$ cat src/rtl/key_pulse_debouncer_pkg.sv
// Shared key front-end types and timing defaults.
// Used by every key-driven block in the PWM control path.
package key_pulse_debouncer_pkg;

  typedef enum logic [2:0] {
    KEY_IDLE         = 3'd0,
    KEY_PRESS_WAIT   = 3'd1,
    KEY_HELD         = 3'd2,
    KEY_REPEAT       = 3'd3,
    KEY_RELEASE_WAIT = 3'd4
  } key_state_e;

  localparam int unsigned KEY_CLK_HZ        = 50_000_000;
  localparam int unsigned KEY_DEBOUNCE_DEF  = 1_000_000;
  localparam int unsigned KEY_REP_DELAY_DEF = 25_000_000;
  localparam int unsigned KEY_REP_PERIOD_DEF = 5_000_000;
  localparam int unsigned KEY_COUNT         = 4;

  function automatic int unsigned key_max3(
    input int unsigned a,
    input int unsigned b,
    input int unsigned c
  );
    int unsigned m;
    m = a;
    if (b > m) m = b;
    if (c > m) m = c;
    return m;
  endfunction

endpackage

$ cat src/rtl/key_pulse_debouncer_fsm.sv
// One key: two-flop synchroniser, shared timer and
// press/hold/repeat/release FSM with registered outputs.
import key_pulse_debouncer_pkg::*;

module key_debounce_fsm #(
  parameter int unsigned DEBOUNCE_CYCLES      = KEY_DEBOUNCE_DEF,
  parameter bit          REPEAT_EN            = 1'b1,
  parameter int unsigned REPEAT_DELAY_CYCLES  = KEY_REP_DELAY_DEF,
  parameter int unsigned REPEAT_PERIOD_CYCLES = KEY_REP_PERIOD_DEF
) (
  input  logic CLK,
  input  logic RSTn,
  input  logic key_n,
  output logic pulse,
  output logic level
);

  localparam int unsigned CMAX = key_max3(DEBOUNCE_CYCLES,
                                          REPEAT_DELAY_CYCLES,
                                          REPEAT_PERIOD_CYCLES);
  localparam int unsigned CW = (CMAX > 2) ? $clog2(CMAX) : 1;

  typedef logic [CW-1:0] cnt_t;

  localparam cnt_t DB_LAST = cnt_t'(DEBOUNCE_CYCLES - 1);
  localparam cnt_t RD_LAST = cnt_t'(REPEAT_DELAY_CYCLES - 1);
  localparam cnt_t RP_LAST = cnt_t'(REPEAT_PERIOD_CYCLES - 1);

  logic [1:0] sync_q;
  logic       down;

  key_state_e state_q, state_d;
  cnt_t       cnt_q, cnt_d;
  logic       pulse_q, pulse_d;
  logic       level_q, level_d;

  // Synchroniser resets to released so a held key looks fresh.
  always_ff @(posedge CLK or negedge RSTn) begin
    if (!RSTn) begin
      sync_q <= 2'b11;
    end else begin
      sync_q <= {sync_q[0], key_n};
    end
  end

  assign down = ~sync_q[1];

  // State, timer and registered outputs.
  always_ff @(posedge CLK or negedge RSTn) begin
    if (!RSTn) begin
      state_q <= KEY_IDLE;
      cnt_q   <= '0;
      pulse_q <= 1'b0;
      level_q <= 1'b0;
    end else begin
      state_q <= state_d;
      cnt_q   <= cnt_d;
      pulse_q <= pulse_d;
      level_q <= level_d;
    end
  end

  // Next state: debounce both edges, then time repeats.
  always_comb begin
    state_d = state_q;
    cnt_d   = cnt_q;
    pulse_d = 1'b0;
    level_d = level_q;
    unique case (state_q)
      KEY_IDLE: begin
        if (down) begin
          state_d = KEY_PRESS_WAIT;
          cnt_d   = '0;
        end
      end
      KEY_PRESS_WAIT: begin
        if (!down) begin
          state_d = KEY_IDLE;
          cnt_d   = '0;
        end else if (cnt_q == DB_LAST) begin
          state_d = KEY_HELD;
          cnt_d   = '0;
          pulse_d = 1'b1;
          level_d = 1'b1;
        end else begin
          cnt_d = cnt_q + 1'b1;
        end
      end
      KEY_HELD: begin
        if (!down) begin
          state_d = KEY_RELEASE_WAIT;
          cnt_d   = '0;
        end else if (!REPEAT_EN) begin
          cnt_d = '0;
        end else if (cnt_q == RD_LAST) begin
          state_d = KEY_REPEAT;
          cnt_d   = '0;
          pulse_d = 1'b1;
        end else begin
          cnt_d = cnt_q + 1'b1;
        end
      end
      KEY_REPEAT: begin
        if (!down) begin
          state_d = KEY_RELEASE_WAIT;
          cnt_d   = '0;
        end else if (cnt_q == RP_LAST) begin
          cnt_d   = '0;
          pulse_d = 1'b1;
        end else begin
          cnt_d = cnt_q + 1'b1;
        end
      end
      KEY_RELEASE_WAIT: begin
        if (down) begin
          state_d = KEY_HELD;
          cnt_d   = '0;
        end else if (cnt_q == DB_LAST) begin
          state_d = KEY_IDLE;
          cnt_d   = '0;
          level_d = 1'b0;
        end else begin
          cnt_d = cnt_q + 1'b1;
        end
      end
      default: begin
        state_d = KEY_IDLE;
        cnt_d   = '0;
        level_d = 1'b0;
      end
    endcase
  end

  assign pulse = pulse_q;
  assign level = level_q;

endmodule

$ cat src/rtl/key_pulse_debouncer.sv
// Four independent debounced keys with press and
// auto-repeat pulses for the PWM duty-control stage.
import key_pulse_debouncer_pkg::*;

module key_pulse_debouncer #(
  parameter int unsigned DEBOUNCE_CYCLES      = KEY_DEBOUNCE_DEF,
  parameter bit          REPEAT_EN            = 1'b1,
  parameter int unsigned REPEAT_DELAY_CYCLES  = KEY_REP_DELAY_DEF,
  parameter int unsigned REPEAT_PERIOD_CYCLES = KEY_REP_PERIOD_DEF
) (
  input  logic       CLK,
  input  logic       RSTn,
  input  logic [3:0] keys_n,
  output logic [3:0] key_pulse,
  output logic [3:0] key_level
);

  for (genvar g = 0; g < 4; g++) begin : g_key
    key_debounce_fsm #(
      .DEBOUNCE_CYCLES      (DEBOUNCE_CYCLES),
      .REPEAT_EN            (REPEAT_EN),
      .REPEAT_DELAY_CYCLES  (REPEAT_DELAY_CYCLES),
      .REPEAT_PERIOD_CYCLES (REPEAT_PERIOD_CYCLES)
    ) u_key (
      .CLK   (CLK),
      .RSTn  (RSTn),
      .key_n (keys_n[g]),
      .pulse (key_pulse[g]),
      .level (key_level[g])
    );
  end

endmodule
$ cat config.mk
export PLATFORM = sky130hd
export DESIGN_NAME = key_pulse_debouncer
export DESIGN_NICKNAME = d
export VERILOG_FILES = /design/src/rtl/key_pulse_debouncer_pkg.sv /design/src/rtl/key_pulse_debouncer_fsm.sv /design/src/rtl/key_pulse_debouncer.sv
export SDC_FILE = /design/constraint.sdc
export NUM_CORES = 1
export LEC_CHECK = 0
export CORE_UTILIZATION = 40
export DETAILED_ROUTE_END_ITERATION = 10
export DONT_BUFFER_PORTS = 1
export PLACE_DENSITY_LB_ADDON = 0.3
export SLEW_MARGIN = 20
export SYNTH_ARGS = -nofsm -noshare
export SYNTH_HDL_FRONTEND = slang
export SYNTH_SLANG_ARGS = --single-unit
$ cat constraint.sdc
create_clock -name CLK -period 2.2 [get_ports CLK]
set_input_delay 0.33 -clock CLK [delete_from_list [all_inputs] [get_ports CLK]]
set_output_delay 0.33 -clock CLK [all_outputs]
set_load 0.03 [all_outputs]
* Word-level counts from Yosys, hierarchy flattened
Index checks and enable logic that the tools add are counted.
** Cells by class
- Add/subtract/negate cells :: 4
- Eq/ne operators :: 64
- Mux-type cells :: 120
- Bitwise logic cells :: 4
- Reductions and logical operators :: 16
** Operators with widths (count)
- 2-to-1 mux 25 bit :: 32
- case mux 25 bit (5 select lines) :: 4
- adder 25 x 1 -> 25 bit (second input constant) :: 4
- == test 25 x 20 -> 1 bit (second input constant) :: 4
- == test 25 x 23 -> 1 bit (second input constant) :: 4
- == test 25 bit (second input constant) :: 4
- 2-to-1 mux 3 bit :: 32
- case mux 3 bit (5 select lines) :: 4
- 2-to-1 mux 1 bit :: 40
- AND reduction 5 bit :: 8
- != test 2 x 1 -> 1 bit (second input constant) :: 16
- == test 3 x 2 -> 1 bit (second input constant) :: 8
- != test 3 x 1 -> 1 bit (second input constant) :: 8
- case mux 1 bit (3 select lines) :: 8
- != test 2 bit (second input constant) :: 8
- == test 3 x 1 -> 1 bit (second input constant) :: 4
- == test 3 bit (second input constant) :: 4
- logical NOT 3 bit :: 4
- != test 3 bit (second input constant) :: 4
- OR reduction 3 bit :: 4
- NOT 1 bit :: 4
** Word-level totals
- Register bits :: 128
- Input port bits :: 6
- Output and inout bits :: 8
- Word-level logic and storage cells :: 228

* Depth between registers and ports, before layout
- Word-level depth :: 4
- Gate-level depth with buffers :: 11
- Depth with buffers taken out :: 8

* Hierarchy
Synthesis repeated with hierarchy kept, for this count alone.
** Second synthesis, totals
- Cells, all modules :: 866
- Area, all modules :: 7713.6 sq um
** Modules (own cells, without submodules)
- key_debounce_fsm (g_key[0].u_key ...) :: times used 2, cells each 202, area each 1863.0 sq um, seq. area each 803.3 sq um
- key_debounce_fsm (g_key[2].u_key) :: times used 1, cells each 236, area each 2008.2 sq um, seq. area each 803.3 sq um
- key_debounce_fsm (g_key[3].u_key) :: times used 1, cells each 226, area each 1979.4 sq um, seq. area each 803.3 sq um

* Worst setup path after synthesis
Ideal clock, no wire load.
- Path kind :: reg-to-reg
- Start :: reg g_key[3].u_key.cnt_q[7]
- End :: reg g_key[3].u_key.cnt_q[2]
- Library setup time :: 0.118 ns
- Arrival :: 2.221 ns
- Data required time :: 2.082 ns
- Setup slack :: -0.139 ns
- Stages on the path, launching flop included :: 10
- Buffers on the path :: 2
- Clock period less this slack :: 2.339 ns
- Cells stage by stage :: dfrtp_1 or4_4 nor4_4 nor3b_4 or3b_1 and2_4 buf_8 buf_12 nor3b_2 a21o_1
** On the way
- Word-level cells in the longest chain between the ends :: 4
- Elaborated cells on any way between the ends :: 11
- Those cells by class :: 3 x eq/ne; 8 x mux
** Ends and longest elaborated chain
- start: declaration :: RTL line key_pulse_debouncer_fsm.sv:33 : cnt_t cnt_q, cnt_d;
- start signal: assignment :: RTL line key_pulse_debouncer_fsm.sv:57 : cnt_q <= cnt_d;
- == test 25 x 20 -> 1 bit, or another cell as far along :: RTL line key_pulse_debouncer_fsm.sv:80, key_pulse_debouncer_fsm.sv:118
- 2-to-1 mux 25 bit (on tied branches) (2 in series)
- case mux 25 bit (5 select lines) (*) :: RTL line key_pulse_debouncer_fsm.sv:69 : unique case (state_q)
Every way passes the cells marked *; elsewhere a longest branch is shown, timed or not.
A chain may end at the register's enable or synchronous reset.

* Worst setup path after layout
- Start :: reg g_key[0].u_key.cnt_q[23]
- End :: reg g_key[0].u_key.cnt_q[14]
** On the way
- Word-level cells in the longest chain between the ends :: 4
- Elaborated cells on any way between the ends :: 11
- Those cells by class :: 3 x eq/ne; 8 x mux
** Ends and longest elaborated chain (RTL line)
- start: declaration :: key_pulse_debouncer_fsm.sv:33
- start signal: assignment :: key_pulse_debouncer_fsm.sv:57
- == test 25 x 20 -> 1 bit, or another cell as far along :: key_pulse_debouncer_fsm.sv:80, key_pulse_debouncer_fsm.sv:118
- 2-to-1 mux 25 bit (on tied branches) (2 in series)
- case mux 25 bit (5 select lines) (*) :: key_pulse_debouncer_fsm.sv:69
Marks and branches as above.

==> results by group <==
GRT
  • Met3 usage: 4.006%
  • Largest net degree at the start of global routing: 129
  • Initial antenna violation count: 0
  • GR peak layer: met2
  • GRT Total Usage: 21.57%
  • First-pass GRT wire length: 33,740 um
  • Met1 usage: 29.43%
  • Number of global-route vias before repair: 6,818
  • GRT overflow: 0
  • GRT met2 Usage: 34.60%

Clock tree
  • H-tree levels: 4
  • Insertion delay to the later sink of the worst-skew pair: 0.43 ns
  • CTS max path bufs: 2
  • CTS Buf Count: 17
  • CTS Sinks: 128
  • CTS tree: yes
  • CTS hold repair buffers: 4
  • Reg clk slew, reported paths: 0.06 ns
  • CTS root buf: clkbuf_16

Die
  • Die extent in y: 138.7 um
  • Row count: 49
  • Core area: 18,150 sq um
  • Initial Util: 41.21%
  • Die Width: 138.7 um
  • Io pins: 14
  • Die Area: 19,250 sq um

Timing
  • Unrepaired setup endpoints after global routing: true
  • Part of the cycle the worst path needs: 105.5%
  • Fin Setup TNS: -2.274 ns
  • Worst-Margin Slew: 0.5252 ns
  • Fin crit period: 2.321 ns
  • # setup viols final: 66
  • Final slew viol count: 0
  • Fmax: 0.4308 GHz
  • Relative slew slack: 64.88%
  • Skew final: 0.008445 ns
  • Post-route setup slack: -0.1211 ns
  • Worst-case hold slack: -0.3976 ns
  • Fin. Hold Viols: 128

Drt
  • DR WL/cell: 17.18 um
  • Vias per inst: 5.970
  • Number of remaining DRC errors: 4
  • Routed Antenna Nets: 0
  • Vias: 7,379
  • Detailed Route WL: 21,230 um
  • DRT iter0 DRCs: 575
  • Iteration count of the initial detailed-routing pass: 10

Placed design
  • PortBufs: 0
  • RD Place Congestion: 0.8451
  • HPWL Detailed: 13,020 um

Worst setup path
  • WP data arrival: 2.63 ns
  • CP max FO: 8
  • Kind of end point of the critical path: register
  • Setup crit start kind: register
  • Setup CP Type: register to register
  • Critical Path RT: 2.51 ns

Synth
  • EDFF count, synth: 0
  • Post-synthesis mux area share: 0.6860%
  • Area share of the largest cell type after synthesis: 40.15%
  • Mapped Area: 7478 sq um
  • Yosys top cell by area: dfrtp_1
  • Simple-gate share of the synthesized area: 27.82%
  • Synth top area cells: dfrtp_1, a31oi_1, a21oi_1
  • Largest family of logic cells by synthesized area: simple AND/OR/NAND/NOR gates
  • Synth Register Bits: 128
  • XOR/XNOR share of the synthesized area: 0.4685%
  • Netlist cell types: 79
  • Fraction of registers with async set/reset: 100.0%
  • Compound-Gate Fraction of Synth Area: 21.53%
  • Most frequent cell after synthesis: dfrtp_1
  • Seq/Total Area, Yosys: 42.96%
  • Adder-cell share of the synthesized area: 0.6692%
  • Synth top cells by count: dfrtp_1, nand2_1, a21oi_1
  • Synthesized netlist cell count: 843
  • Syn Nets: 853
  • Primary FF master, synth: dfrtp_1
  • Yosys warns: 0
  • Syn avg cell area: 8.871 sq um

Power and ir drop
  • Power per cell area: 569.6 nW/um^2
  • P_leak: 4.306 nW
  • Worst IR drop on VDD: 0.0005338 V
  • Pwr Total: 5.873 mW

Layout
  • Layout cells sized above 1: 36.54%
  • Nets: 1,007
  • Layout area overhead: 37.88%
  • Ant diodes: 0
  • Filler cells: 1,519

Outcome
  • Violated checks: DRC, hold timing, setup timing
  • Status: finished with violations

Run
  • Maxcap violations: 0

Min path
  • Worst Hold Class: primary input to async pin
-- sequential cells by signal, indices dropped and copies added, names as in the netlist --
name / cells
g_key.u_key.state_q: 12
g_key.u_key.pulse: 4
g_key.u_key.cnt_q: 100
g_key.u_key.level: 4
g_key.u_key.sync_q: 8
-- worst max-delay path: stages, from the launching register on --
cell and delay, ns:
dfrtp_1 0.38, or3_4 0.40, or3_4 0.34, or3_4 0.39
nand4_4 0.14, nand2_8 0.09, buf_12 0.16, a21o_1 0.14
a22o_1 0.17
-- placed cells by master, fill, tap and decap left out, drive strengths merged, types with 13 or more instances in the layout --
master and n:
nor2 69, a21o 13, o21ai 35, nor4 24, dfrtp 120, a31oi 58
o31ai 17, clkbuf 24, nor3 22, inv 30, buf 176, a21oi 70
nand4 28, o211ai 14, and3 23, nand3 54, nand2 81
-- what timing repair did --
item                                    in CTS  in global routing
pin swaps                                   18                 55
setup buffers                               12                  7
endpoints found under the hold margin      132                128
gates resized for setup                     33                101
endpoints found under the setup margin      86                 96
cloned                                       3                  5
-- logic make-up (layout without fill, tap and decap cells) --
kind of cell | Yosys count | after routing
mux | 5 | 5
simple gates | 371 | 375
xor+xnor | 4 | 4
fa+ha+maj | 4 | 4
buf+inv | 82 | 242
flops | 128 | 128
compound gates | 249 | 249
-- layout make-up --
| class | count | area, sq um | share of cell area [%] |
|---|---|---|---|
| tap | 229 | 286.5 | 2.779 |
| sequential | 128 | 3213 | 31.16 |
| timing repair buffer | 183 | 1563 | 15.16 |
| inverter | 30 | 112.6 | 1.092 |
| clock buffer | 21 | 460.4 | 4.465 |
| clock inverter | 8 | 90.09 | 0.8737 |
| multi-input combinational | 637 | 4586 | 44.47 |
-- routing by layer --
metal | share of wire (%) | wire length [um]
met1 | 45 | 9602
met3 | 4.4 | 931
met5 | 0 | 0
met2 | 48 | 10210
met4 | 2.3 | 482
-- worst paths after layout --
kind | start | end | slack [ns] | depth (start not counted)
max reg2reg | g_key[0].u_key.cnt_q[23]$_DFFE_PN0P_ | g_key[0].u_key.cnt_q[14]$_DFFE_PN0P_ | -0.12 | 8
min | RSTn | g_key[1].u_key.cnt_q[20]$_DFFE_PN0P_ | -0.40 | 0
max | g_key[0].u_key.cnt_q[23]$_DFFE_PN0P_ | g_key[0].u_key.cnt_q[14]$_DFFE_PN0P_ | -0.12 | 8
max in group asynchronous | RSTn | g_key[2].u_key.sync_q[0]$_DFF_PN1_ | 2.35 | 0
min in group CLK | g_key[1].u_key.sync_q[0]$_DFF_PN1_ | g_key[1].u_key.sync_q[1]$_DFF_PN1_ | 0.35 | 0
min reg2reg | g_key[1].u_key.sync_q[0]$_DFF_PN1_ | g_key[1].u_key.sync_q[1]$_DFF_PN1_ | 0.35 | 0
-- per-stage QoR --
stage               area, sq um  hold slack [ns]  std cells  utilization (%)  setup slack (ns)
global placement           8916          0.03851       1180            49.13           -0.1319
detailed placement         8916          0.04041       1180            49.13           -0.1656
CTS                        9784          -0.4095       1228            53.92          -0.09896
finish                    10310          -0.3976       1236            56.82           -0.1211
global route              10310          -0.4114       1236            56.82           -0.1882
floorplan                  7765          0.03441        843                -           -0.1319
-- report_power, final --
group          switching (mW)  internal (mW)  leakage (nW)
sequential             0.0954           2.46          1.74
combinational           0.306          0.302          2.29
clock                    1.02           1.69         0.278
total                    1.42           4.45          4.31
Note: power is estimated with default switching activity, not from simulation.
